[src/rtl/inst_fetch_ctrl.sv]
// inst_fetch_ctrl: program sequencer owning the PC, program select and executed-instruction count
module inst_fetch_ctrl #(
   parameter int IW = 16,
   parameter int CW = 16
) (
   input  logic          Clk,
   input  logic          Reset,
   input  logic          Start,
   input  logic [1:0]    ProgSel,
   input  logic          Stall,
   input  logic          BranchEn,
   input  logic          BranchRel,
   input  logic [IW-1:0] Target,
   input  logic          Halt,
   output logic [IW-1:0] InstAddress,
   output logic [1:0]    ProgMux,
   output logic          Running,
   output logic          Done,
   output logic [CW-1:0] InstCount
);
   typedef enum logic [1:0] {IDLE, RUN, DONE} state_t;
   state_t state, state_n;
   logic [IW-1:0] pc_n;
   logic [1:0] prog_n;
   logic [CW-1:0] cnt_n, cnt_inc;
   logic run, start_ok;
   always_ff @(posedge Clk or posedge Reset)
      if (Reset) begin
         state <= IDLE;
         InstAddress <= '0;
         ProgMux <= 2'b00;
         InstCount <= '0;
      end else begin
         state <= state_n;
         InstAddress <= pc_n;
         ProgMux <= prog_n;
         InstCount <= cnt_n;
      end
   assign run = state == RUN;
   assign start_ok = !run && Start;
   assign Running = run;
   assign Done = state == DONE;
   always_comb
      state_n = run ? (Halt ? DONE : RUN) : (Start ? RUN : state);
   // Halt outranks Stall, which outranks a branch; the count saturates instead of wrapping
   always_comb begin
      cnt_inc = &InstCount ? InstCount : InstCount + 1'b1;
      prog_n = start_ok ? ProgSel : ProgMux;
      pc_n = start_ok ? '0
           : !run || Halt || Stall ? InstAddress
           : BranchEn ? (BranchRel ? InstAddress + Target : Target)
           : InstAddress + 1'b1;
      cnt_n = start_ok ? '0
            : !run || (Stall && !Halt) ? InstCount
            : cnt_inc;
   end
endmodule
[config.mk]
export PLATFORM = sky130hd
export DESIGN_NAME = inst_fetch_ctrl
export DESIGN_NICKNAME = d
export VERILOG_FILES = /design/src/rtl/inst_fetch_ctrl.sv
export SDC_FILE = /design/constraint.sdc
export NUM_CORES = 1
export LEC_CHECK = 0
export BUFFER_PORTS_ARGS = -buffer_cell sky130_fd_sc_hd__buf_4
export CAP_MARGIN = 20
export CORE_MARGIN = 2
export CORE_UTILIZATION = 30
export DETAILED_ROUTE_END_ITERATION = 10
export PLACE_DENSITY = 0.54
export SYNTH_ARGS = -nofsm -noshare
export SYNTH_HDL_FRONTEND = slang
export SYNTH_SLANG_ARGS = --single-unit
[constraint.sdc]
create_clock -name Clk -period 2.65 [get_ports Clk]
set_input_delay 0.795 -clock Clk [delete_from_list [all_inputs] [get_ports Clk]]
set_output_delay 0.795 -clock Clk [all_outputs]
set_load 0.01 [all_outputs]
==> results.toml <==
[synthesis]
synth.distinct_cells = 52
yosys.area.top_type = "dfrtp_1"
synthArstFlopShare = 1.00
synth_top_area_share = 0.312
avgSynthCellArea_um2 = 8.30
syn_inst = 348
synth_fp_nets = 391
ys_ff_latch = 36
ys_seq_area_frac = 0.312
synth-main-ff-cell = "dfrtp_1"
ys_warn_count = 0
synth_area_um2 = 2890
synth_area_leaders = "dfrtp_1 31%, ha_1 7.4%, xor2_1 6.1%"
synth_edf_count = 0

[pwr]
leakagePower_nw = 1.78
vdd_drop_max_v = 0.000313
powerDensity_nw_per_um2 = 684

[layout]
stdcell_count = 557
syn_to_final_growth_pct = 29.9
layout-drive-gt1-share = 0.266
final_nets = 470
num_antenna_cells = 0

[clock_network]
cts_tree = "yes"
path_clk_slew_ns = 0.08
clk_latency_ns = 0.29
clockBufferDepth = 2
clock-sinks = 36
cts_hold_buf = 0
cts.htree.levels = 2
numCtsBuffers = 5
cts-root-buf = "clkbuf_8"

[routing]
vias = 2852
drc = 0
drt-vias-per-instance = 5.12
wl_per_cell_um = 15.0
wl_mm = 8.35
detail_route.first_pass.iterations = 5
ant_nets = 0
drtIter0Drc = 106

[critical_path]
rrSetupSlack_ns = 0.36
critPathLaunchType = "input pin"
worstSetupEndpointType = "register"
path_class = "in -> reg"
crit_fanout = 4
cp_data_required_time_ns = 2.81
arrival_ns = 2.65

[die]
start_util = 0.311
core_um2 = 9280
die_w_um = 102
rows = 35
pin_count = 61
dieArea_um2 = 10400
die_height_um = 102

[sta]
period_minus_slack_ns = 2.49
timing.fmax_ghz = 0.402
holdWs_ns = 0.483
fin_crit_sh = 0.939
finalSetupTns_ns = 0
rsz0062_at_grt = "no"
finClkSkew_ns = 0.00787
timing.slew.headroom = 0.675
hold_viol_final = 0
worst_slew_pin_slew_ns = 0.488
drv_slew = 0
setup_viol_count_final = 0

[status]
outcome = "finished, final reports clean"

[global_route]
grt_pass1_wl_mm = 13.7
grt_pass1_vias = 2784
grtUsageTotal = 0.166
grt_max_degree = 37
grt_overflow_total = 0
antenna_found_initial = 0

[worst_hold_path]
hp-class = "reg -> reg"

[place]
placed_cells = 547
numPortBuffers = 60
dpl.hpwl_mm = 6.28
gp_congestion = 0.850

[job]
drv_cap = 0
registers in the layout, summed over array words and instances, names as in the netlist:
| signal | count |
|---|---|
| InstAddress | 16 |
| InstCount | 16 |
| ProgMux | 2 |
| state | 2 |
cell usage after synthesis, types with 4 or more instances:
master / count
o21ai_1: 6
o211ai_1: 4
nand3_1: 11
dfrtp_1: 36
nand2_1: 43
mux2_2: 8
inv_1: 12
o221ai_1: 6
nor2_1: 38
nor3_1: 4
nand2b_1: 4
and3_1: 6
a211oi_1: 7
nand4_1: 5
xnor2_1: 7
or3_1: 4
xor2_1: 20
ha_1: 17
a21o_1: 7
a21oi_1: 27
clkbuf_1: 9
o21ai_0: 23
placed cells by master, fill, tap and decap left out, drive strengths merged, types with 2 or more instances in the layout:
cell,count
a211oi,7
a21o,7
a21oi,27
a22oi,3
a31oi,3
and2,3
and3,6
and4,4
buf,83
clkbuf,5
dfrtp,36
ha,17
inv,13
mux2,8
mux2i,3
nand2,43
nand2b,5
nand3,12
nand4,5
nor2,38
nor2b,2
nor3,5
nor3b,2
o211ai,4
o21a,3
o21ai,29
o21bai,2
o221ai,6
o22ai,2
or3,4
xnor2,7
xor2,20
final cells by class:
| cell class | instances | area, um^2 |
|---|---|---|
| tap | 129 | 161 |
| fill | 997 | 5530 |
| timing repair buffer | 83 | 623 |
| sequential | 36 | 901 |
| clock buffer | 5 | 68.8 |
| multi-input combinational | 288 | 1900 |
| inverter | 13 | 48.8 |
| clock inverter | 3 | 42.5 |
what timing repair did:
| action | CTS | global route |
|---|---|---|
| gates resized for setup | 0 | 4 |
| setup endpoints to repair | 0 | 3 |
| setup buffers | 0 | 1 |
critical path, stage by stage:
cell and delay (ns):
buf_4 0.09, ha_1 0.15, inv_1 0.05, fa_2 0.35, nand2b_4 0.15, a21o_1 0.20
and2b_2 0.23, xnor2_1 0.12, mux2_2 0.26, a22oi_1 0.16, o21ai_0 0.09
per-layer routing:
layer  part of all wire  global-route usage  up-vias
li1                   -                   -     1412
met1               0.45               0.229     1361
met2               0.50               0.277       72
met3              0.050              0.0260        7
met4             0.0057              0.0338        0
met5                  0                   0        -
final timing paths:
| check | startpoint | endpoint | cells past startpoint |
|---|---|---|---|
| hold reg to reg | ProgMux[1]$_DFFE_PP0P_ | ProgMux[1]$_DFFE_PP0P_ | 2 |
| max in group asynchronous | Reset | InstCount[0]$_DFFE_PP0P_ | 3 |
| setup / recovery | Target[0] | InstAddress[6]$_DFFE_PP0P_ | 11 |
| setup reg to reg | InstAddress[2]$_DFFE_PP0P_ | InstAddress[15]$_DFFE_PP0P_ | 8 |
| hold / removal | ProgMux[1]$_DFFE_PP0P_ | ProgMux[1]$_DFFE_PP0P_ | 2 |
| min in group asynchronous | Reset | ProgMux[0]$_DFFE_PP0P_ | 3 |
power breakdown:
| part | internal (W) | leakage (nW) | switching (W) | total [W] |
|---|---|---|---|---|
| logic | 0.000608 | 1.24 | 0.000676 | 0.00128 |
| registers | 0.000653 | 0.487 | 0.000135 | 0.000788 |
| clock network | 0.000279 | 0.0541 | 0.000215 | 0.000493 |
kinds of logic after synthesis:
logic type	synth area share
XOR/XNOR	0.0819
adder cells (fa/ha/maj)	0.0806
buffers and inverters	0.0342
AND/OR/NAND/NOR	0.222
multiplexers	0.0416
AO/OA/AOI/OAI	0.227
flip-flops	0.312
through the flow:
stage	power [W]	setup slack [ns]	cell area, um^2	utilization
after global placement	0.00205	-0.182	3610	0.389
after floorplan	0.00155	0.00693	2890	-
final	0.00257	0.162	3750	0.404
after global routing	0.00277	0.0228	3750	0.404
after CTS	0.00257	0.0959	3720	0.401
after detailed placement	0.00206	-0.220	3610	0.389
No activity file was read; power rests on OpenSTA's default activity.
